**config.mk**
```make
export PLATFORM = sky130hd
export DESIGN_NAME = sram_arbiter_np
export DESIGN_NICKNAME = d
export VERILOG_FILES = /design/src/rtl/sram_arbiter_np.sv
export SDC_FILE = /design/constraint.sdc
export NUM_CORES = 1
export LEC_CHECK = 0
export CORE_ASPECT_RATIO = 0.9
export CORE_MARGIN = 3
export CORE_UTILIZATION = 42
export CTS_CLUSTER_DIAMETER = 40
export CTS_CLUSTER_SIZE = 25
export DETAILED_ROUTE_END_ITERATION = 7
export GPL_ROUTABILITY_DRIVEN = 0
export PLACE_DENSITY_LB_ADDON = 0.3
export SLEW_MARGIN = 20
export SYNTH_ARGS = -nofsm -noshare
export SYNTH_HDL_FRONTEND = slang
export SYNTH_SLANG_ARGS = --single-unit
```
**constraint.sdc**
```tcl
create_clock -name clk -period 8.7 [get_ports clk]
set_input_delay 0.87 -clock clk [delete_from_list [all_inputs] [get_ports clk]]
set_output_delay 0.87 -clock clk [all_outputs]
set_load 0.02 [all_outputs]
```
**src/rtl/sram_arbiter_np.sv**
```systemverilog
`default_nettype none
// ============================================================================
// Module      : sram_arbiter_np
// Description : Round-robin arbiter and fixed-timing controller that shares
//               one asynchronous external SRAM between NUM_PORTS masters.
//               Each access runs SETUP -> ACCESS (WAIT_STATES+1) -> DONE.
// Revision    : 1.0 - initial release
// ============================================================================
module sram_arbiter_np #(
    parameter int NUM_PORTS   = 2,
    parameter int ADDR_W      = 24,
    parameter int DATA_W      = 32,
    parameter int BE_W        = DATA_W / 8,
    parameter int WAIT_STATES = 1
) (
    input  logic                                clk,
    input  logic                                rst,
    input  logic [NUM_PORTS*ADDR_W-1:0]         m_address,
    input  logic [NUM_PORTS*DATA_W-1:0]         m_wrdata,
    input  logic [NUM_PORTS*BE_W-1:0]           m_byteenable,
    input  logic [NUM_PORTS-1:0]                m_rd,
    input  logic [NUM_PORTS-1:0]                m_wr,
    output logic [NUM_PORTS*DATA_W-1:0]         m_rddata,
    output logic [NUM_PORTS-1:0]                m_stall,
    output logic [ADDR_W-$clog2(BE_W)-1:0]      ram_address,
    input  logic [DATA_W-1:0]                   ram_data_i,
    output logic [DATA_W-1:0]                   ram_data_o,
    output logic                                ram_io_t,
    output logic                                ram_ce_n,
    output logic                                ram_rd_n,
    output logic                                ram_wr_n,
    output logic [BE_W-1:0]                     dataenable_n
);

    localparam int c_PW  = (NUM_PORTS > 1) ? $clog2(NUM_PORTS) : 1;
    localparam int c_LSB = $clog2(BE_W);

    typedef enum logic [1:0] {
        S_IDLE   = 2'd0,
        S_SETUP  = 2'd1,
        S_ACCESS = 2'd2,
        S_DONE   = 2'd3
    } state_t;

    state_t                 r_state;
    state_t                 w_next_state;
    logic                   w_take;

    logic [NUM_PORTS-1:0]   w_req;
    logic [c_PW-1:0]        r_grant;
    logic [c_PW-1:0]        r_last_grant;
    logic [c_PW-1:0]        w_win_idx;
    logic                   w_win_valid;
    int                     w_best_dist;

    logic [ADDR_W-1:0]      w_sel_addr;
    logic [DATA_W-1:0]      w_sel_data;
    logic [BE_W-1:0]        w_sel_be;
    logic                   w_sel_wr;

    logic [ADDR_W-1:0]      r_addr;
    logic [DATA_W-1:0]      r_wrdata;
    logic [BE_W-1:0]        r_be;
    logic                   r_is_wr;
    logic [3:0]             r_wait_cnt;
    logic [DATA_W-1:0]      r_rddata [NUM_PORTS];

    // Byte-in-word address bits are dropped on the SRAM side by design.
    logic                   w_unused_addr;
    assign w_unused_addr = ^{1'b0, r_addr};

    assign w_req = m_rd | m_wr;

    // Round-robin pick: smallest cyclic distance after last_grant wins; in DONE
    // the port just served is excluded so the others get their turn first.
    always_comb begin
        w_win_valid = 1'b0;
        w_win_idx   = '0;
        w_best_dist = NUM_PORTS;
        w_sel_addr  = '0;
        w_sel_data  = '0;
        w_sel_be    = '0;
        w_sel_wr    = 1'b0;
        for (int k = 0; k < NUM_PORTS; k++) begin
            if (w_req[k] && !(r_state == S_DONE && c_PW'(k) == r_grant)) begin
                if (((k + NUM_PORTS - 1 - int'(r_last_grant)) % NUM_PORTS) < w_best_dist) begin
                    w_best_dist = (k + NUM_PORTS - 1 - int'(r_last_grant)) % NUM_PORTS;
                    w_win_valid = 1'b1;
                    w_win_idx   = c_PW'(k);
                    w_sel_addr  = m_address[k*ADDR_W +: ADDR_W];
                    w_sel_data  = m_wrdata[k*DATA_W +: DATA_W];
                    w_sel_be    = m_byteenable[k*BE_W +: BE_W];
                    w_sel_wr    = m_wr[k];
                end
            end
        end
    end

    // Next-state logic; w_take marks the edge at which a new grant is latched.
    always_comb begin
        w_next_state = r_state;
        w_take       = 1'b0;
        case (r_state)
            S_IDLE: begin
                if (w_win_valid) begin
                    w_next_state = S_SETUP;
                    w_take       = 1'b1;
                end
            end
            S_SETUP:  w_next_state = S_ACCESS;
            S_ACCESS: begin
                if (r_wait_cnt == 4'd0) begin
                    w_next_state = S_DONE;
                end
            end
            S_DONE: begin
                if (w_win_valid) begin
                    w_next_state = S_SETUP;
                    w_take       = 1'b1;
                end else begin
                    w_next_state = S_IDLE;
                end
            end
            default:  w_next_state = S_IDLE;
        endcase
    end

    // State register.
    always_ff @(posedge clk) begin
        if (rst) begin
            r_state <= S_IDLE;
        end else begin
            r_state <= w_next_state;
        end
    end

    // Grant bookkeeping, transaction latch and ACCESS down-counter.
    always_ff @(posedge clk) begin
        if (rst) begin
            r_grant      <= c_PW'(NUM_PORTS - 1);
            r_last_grant <= c_PW'(NUM_PORTS - 1);
            r_addr       <= '0;
            r_wrdata     <= '0;
            r_be         <= '0;
            r_is_wr      <= 1'b0;
            r_wait_cnt   <= '0;
        end else begin
            if (w_take) begin
                r_grant      <= w_win_idx;
                r_last_grant <= w_win_idx;
                r_addr       <= w_sel_addr;
                r_wrdata     <= w_sel_data;
                r_be         <= w_sel_be;
                r_is_wr      <= w_sel_wr;
            end
            if (r_state == S_SETUP) begin
                r_wait_cnt <= 4'(WAIT_STATES);
            end else if (r_state == S_ACCESS && r_wait_cnt != 4'd0) begin
                r_wait_cnt <= r_wait_cnt - 4'd1;
            end
        end
    end

    // Read data is captured on the last ACCESS edge, even if the master left.
    always_ff @(posedge clk) begin
        if (rst) begin
            for (int p = 0; p < NUM_PORTS; p++) begin
                r_rddata[p] <= '0;
            end
        end else if (r_state == S_ACCESS && r_wait_cnt == 4'd0 && !r_is_wr) begin
            for (int p = 0; p < NUM_PORTS; p++) begin
                if (c_PW'(p) == r_grant) begin
                    r_rddata[p] <= ram_data_i;
                end
            end
        end
    end

    generate
        for (genvar i = 0; i < NUM_PORTS; i++) begin : g_port
            assign m_rddata[i*DATA_W +: DATA_W] = r_rddata[i];
            assign m_stall[i] = w_req[i] & ~(r_state == S_DONE && r_grant == c_PW'(i));
        end
    endgenerate

    // SRAM strobes decoded from the registered state; DONE keeps CE low and
    // write data driven to meet the SRAM hold time after WE rises.
    assign ram_ce_n     = (r_state == S_IDLE);
    assign ram_rd_n     = ~(!r_is_wr && (r_state == S_SETUP || r_state == S_ACCESS));
    assign ram_wr_n     = ~(r_is_wr && r_state == S_ACCESS);
    assign ram_io_t     = ~(r_is_wr && r_state != S_IDLE);
    assign ram_address  = r_addr[ADDR_W-1:c_LSB];
    assign ram_data_o   = r_wrdata;
    assign dataenable_n = (r_state == S_IDLE) ? '1 : (r_is_wr ? ~r_be : '0);

endmodule
`default_nettype wire
```
== Word-level counts from Yosys, hierarchy flattened ==
Memories as Yosys holds them, arrays and structs flattened.
Index checks and enable logic that the tools add are counted.

* Word-level logic and storage cells: 101
* Bits in registers: 68
* RAM bits: 64
* Memories: 1

{| class="wikitable"
|+ Memory list
! name !! words !! width !! read ports !! clocked after Yosys merged registers in !! write ports !! RTL line !! source
|-
| r_rddata || 2 || 32 || 2 || 0 || 2 || 66 || <nowiki>logic [DATA_W-1:0] r_rddata [NUM_PORTS];</nowiki>
|}

* Magnitude comparators: 2
* Mux-type cells: 46
* Equal/unequal tests: 5
* Add/sub/neg operators: 3
* Reductions and logical operators: 22
* Bitwise operators: 14

{| class="wikitable"
|+ Operators by type and width
! cell !! count
|-
| $mux W32 || 8
|-
| $mux W24 || 4
|-
| $lt A2 B32 Y1 || 1
|-
| $mux W1 || 25
|-
| $mux W4 || 6
|-
| $logic_and A1 B1 Y1 || 10
|-
| $pmux W2 S4 || 1
|-
| $not A1 Y1 || 6
|-
| $and A1 B1 Y1 || 4
|-
| $eq A2 B2 Y1 const B || 2
|-
| $logic_not A4 Y1 || 1
|-
| $mux W2 || 2
|-
| $not A4 Y4 || 1
|-
| $reduce_bool A2 Y1 || 2
|-
| $reduce_bool A4 Y1 || 1
|-
| $reduce_or A2 Y1 || 2
|-
| $sub A4 B1 Y4 const B || 1
|-
| $logic_not A1 Y1 || 3
|-
| $lt A2 B3 Y1 const B || 1
|-
| $sub A2 B1 Y3 const A || 1
|-
| $eq A2 B1 Y1 const B || 1
|-
| $logic_not A2 Y1 || 1
|-
| $ne A2 B1 Y1 const B || 1
|-
| $ne A2 B2 Y1 const B || 1
|-
| other kinds (5) || 6
|}

== Logic depth before layout (Yosys ltp) ==
* Depth after elaboration: 10
* Mapped depth: 7
* Depth with buffers taken out: 6

== Worst setup path before layout ==
No wires, ideal clock.

* Path kind: register to register
* From: register r_wait_cnt[0]
* To: memory r_rddata[0][0] (enable)
* Slack: 5.403 ns
* Path buffers: 0
* Cell stages (with the launch flop): 6
* Arrival: 2.869 ns
* Path through: dfxtp_1 inv_1 ha_1 or3b_4 or3b_4 o21bai_1

{| class="wikitable"
|+ RTL lines
! what !! RTL line !! source
|-
| start, declared || 65 || <nowiki>logic [3:0] r_wait_cnt;</nowiki>
|-
| start signal, assigned || 157 || <nowiki>r_wait_cnt <= 4'(WAIT_STATES);</nowiki>
|-
| start signal, assigned || 159 || <nowiki>r_wait_cnt <= r_wait_cnt - 4'd1;</nowiki>
|-
| end, declared || 66 ||
|}

== Worst setup path after layout ==
* From: input m_wr[0]
* To: output m_stall[0]

* Word-level cells in the longest chain between the ends: 2

{| class="wikitable"
|+ Ends and longest elaborated chain
! what !! RTL line !! source
|-
| start, declared || 22 || <nowiki>input logic [NUM_PORTS-1:0] m_wr,</nowiki>
|-
| $or A2 B2 Y2 || 72 || <nowiki>assign w_req = m_rd | m_wr;</nowiki>
|-
| $and A1 B1 Y1 || 182 || <nowiki>assign m_stall[i] = w_req[i] & ~(r_state == S_DONE && r_grant == c_PW'(i));</nowiki>
|-
| end, declared || 24 || <nowiki>output logic [NUM_PORTS-1:0] m_stall,</nowiki>
|}

Every way passes these cells.

==> flow_summary.json <==
{
  "status": "completed",
  "synth_fp_nets": 604,
  "fin_skew_ns": 0.008502,
  "worst_slack_ns": 5.328,
  "synth-seq-area-share": 0.6316,
  "hold_viol_final": 0,
  "drt_iter0_markers": 387,
  "peakVddDrop_uv": 232.7,
  "critPathTopFamily": "buffers and inverters",
  "grt_use_total": 0.2319,
  "io_buffer_count": 281,
  "post_drt_wl_per_cell_um": 18.25,
  "clk_pin_slew_ns": 0.06,
  "arrival_ns": 2.50,
  "post-route-drc-count": 0,
  "crit_path_end_kind": "primary output",
  "first_global_vias": 4627,
  "cts_hold_buffers": 0,
  "critical_path_buf_inv_count": 2,
  "nets": 869,
  "crit_slowest_cell": "clkdlybuf4s50_1",
  "routed_via_density": 5.289,
  "setup_tns_ns": 0,
  "syn_inst": 441,
  "synthAdderAreaFrac": 0.01218,
  "antenna_found_initial": 0,
  "synth-xor-area-share": 0.005117,
  "start_util": 0.4402,
  "ys_types": 40,
  "cts_made_buffers": 17,
  "max-cap-violations": 0,
  "multi_input_area_sq_mm": 0.001720,
  "tightest_slew_ns": 0.9924,
  "grt_overflow": 0,
  "required_ns": 7.83,
  "nFillCells": 800,
  "final_common_cell": "clkdlybuf4s50_1",
  "slew_viol_final": 0,
  "critPathKind": "in2out",
  "critical_path.max_fanout": 6,
  "seq_area_sq_mm": 0.003243,
  "cts_max_level": 4,
  "layout-drive-gt1-share": 0.06954,
  "clk_latency_ns": 0.40,
  "synth_edf_count": 64,
  "ys_dominant_reg_cell": "dfxtp_1",
  "path_cells": "clkdlybuf4s50_1 > nor2_1 > nor2_1 > clkdlybuf4s50_1",
  "fp.coreArea_sq_mm": 0.01167,
  "ant_nets": 0,
  "syn_to_final_growth_pct": 67.84,
  "synth_compound_area_frac": 0.1425,
  "cts_tree": "yes",
  "finalCriticalPeriod_ns": 3.372,
  "die_w_um": 122.6,
  "synth-seq-cells": 130,
  "root_buffer": "clkbuf_16",
  "first_pass_iters": 5,
  "yosys.area_share.simple": 0.1613,
  "fin_crit_sh": 0.3876,
  "cp_slowest_stage_delay_ns": 0.57,
  "numClockSinks": 130,
  "io_pins": 286,
  "muxShareOfSynthArea": 0.001949,
  "grt_max_degree": 71,
  "grt_pass1_wl_um": 24650,
  "setup_violations": 0,
  "max_slew_margin": 0.3366,
  "die_h_um": 110.9,
  "p_leak_nw": 3.185,
  "async_reset_ff_frac": 0,
  "hold_path.class": "reg2reg",
  "synth_warnings": 0,
  "rsz0062_at_grt": "false",
  "cts_setup_buffers": 0,
  "mostFrequentLayoutCells": "clkdlybuf4s50_1, dfxtp_1, edfxtp_1, a221oi_1, nor2_1",
  "routed_wl_um": 15970,
  "cellPowerDensity_mw_per_mm2": 343.4,
  "num_vias": 4628,
  "syn_avg_cell_area_sq_um": 11.64,
  "rows": 37,
  "num_antenna_cells": 0,
  "syn_area_sq_mm": 0.005135,
  "synth_top_family_by_area": "simple AND/OR/NAND/NOR gates",
  "place_ws_ns": 5.366,
  "die_area_sq_mm": 0.01359,
  "cts_resized": 0,
  "dpl.hpwl_um": 11270,
  "rrSetupSlack_ns": 6.09,
  "clockBufferDepth": 2,
  "max_freq_mhz": 296.5,
  "cp-start-kind": "input port"
}
[final timing paths]
check | from | to | cells past startpoint
worst min register to register | r_be[1]$_SDFFE_PP0P_ | r_be[1]$_SDFFE_PP0P_ | 2
worst min-delay path | r_be[1]$_SDFFE_PP0P_ | r_be[1]$_SDFFE_PP0P_ | 2
worst max-delay path | m_wr[0] | m_stall[0] | 4
worst max register to register | r_wait_cnt[0]$_SDFFE_PP0P_ | r_rddata[0][63]$_DFFE_PP_ | 5
[stage by stage]
| step | hold WS, ns | util | instance area [sq um] | cells | power (W) |
|---|---|---|---|---|---|
| after CTS | 0.4668 | 0.7371 | 8600 | 875 | 0.002984 |
| after global routing | 0.4831 | 0.7387 | 8618 | 875 | 0.003146 |
| final | 0.4658 | 0.7387 | 8618 | 875 | 0.002960 |
| after detailed placement | 0.4558 | 0.6883 | 8030 | 843 | 0.002295 |
| after global placement | 0.4530 | 0.6874 | 8019 | 842 | 0.002247 |
| after floorplan | 0.4403 | - | 5135 | 441 | 0.001734 |
[worst register-to-register path, cell delays in order, from the launching register on]
cell      delay (ns)
dfxtp_1         0.33
inv_1           0.06
ha_1            0.15
or3b_4          0.42
or3b_4          0.46
o21bai_4        0.78
[flip-flops by register name, summed over array words and instances (netlist names)]
register,cells
r_rddata,64
r_state,2
r_is_wr,1
r_addr,22
r_last_grant,1
ram_data_o,32
r_wait_cnt,4
r_be,4
[synthesized netlist by cell type (2+ instances only)]
| library cell | number | share of area |
|---|---|---|
| nand2_1 | 2 | 0.0015 |
| a21oi_1 | 3 | 0.0029 |
| a21o_1 | 4 | 0.0058 |
| nand2b_1 | 5 | 0.0061 |
| o21ai_0 | 3 | 0.0029 |
| nor2_4 | 2 | 0.0044 |
| and2_1 | 32 | 0.039 |
| o21bai_1 | 2 | 0.0029 |
| nor2_1 | 58 | 0.042 |
| nor3_1 | 57 | 0.056 |
| nand3_1 | 2 | 0.0019 |
| or3b_4 | 2 | 0.0044 |
| dfxtp_1 | 66 | 0.26 |
| inv_1 | 13 | 0.0095 |
| xor2_1 | 2 | 0.0034 |
| buf_2 | 24 | 0.023 |
| clkbuf_1 | 13 | 0.0095 |
| edfxtp_1 | 64 | 0.37 |
| ha_1 | 5 | 0.012 |
| a221oi_1 | 59 | 0.10 |
| a211oi_1 | 4 | 0.0058 |
[cell type report]
type	instances	area share
multi-input combinational	259	0.1996
clock inverter	15	0.01670
clock buffer	17	0.04936
inverter	13	0.005662
tap	156	0.02265
timing repair buffer	285	0.3297
sequential	130	0.3763
[cell families (layout without fill, tap and decap cells)]
| logic type | Yosys count | after routing |
|---|---|---|
| AO/OA/AOI/OAI | 86 | 86 |
| buffers and inverters | 52 | 330 |
| XOR/XNOR | 3 | 3 |
| AND/OR/NAND/NOR | 164 | 164 |
| multiplexers | 1 | 1 |
| adder cells (fa/ha/maj) | 5 | 5 |
| flip-flops | 130 | 130 |
[metal layers]
metal  vias to the layer above  track usage  part of all wire
met5                         -            0                 0
met4                         0      0.07015             0.019
met1                      2188       0.2653              0.38
met3                        24      0.07653             0.089
li1                       2190            -                 -
met2                       226       0.4077              0.51
[power by group]
part	total, W	switching (W)	leakage, nW	internal (W)
Clock	0.000680	0.000299	0.274	0.000380
Sequential	0.000909	0.0000852	1.21	0.000824
Combinational	0.00137	0.000777	1.70	0.000594
Power figures use the tool's default switching activity.
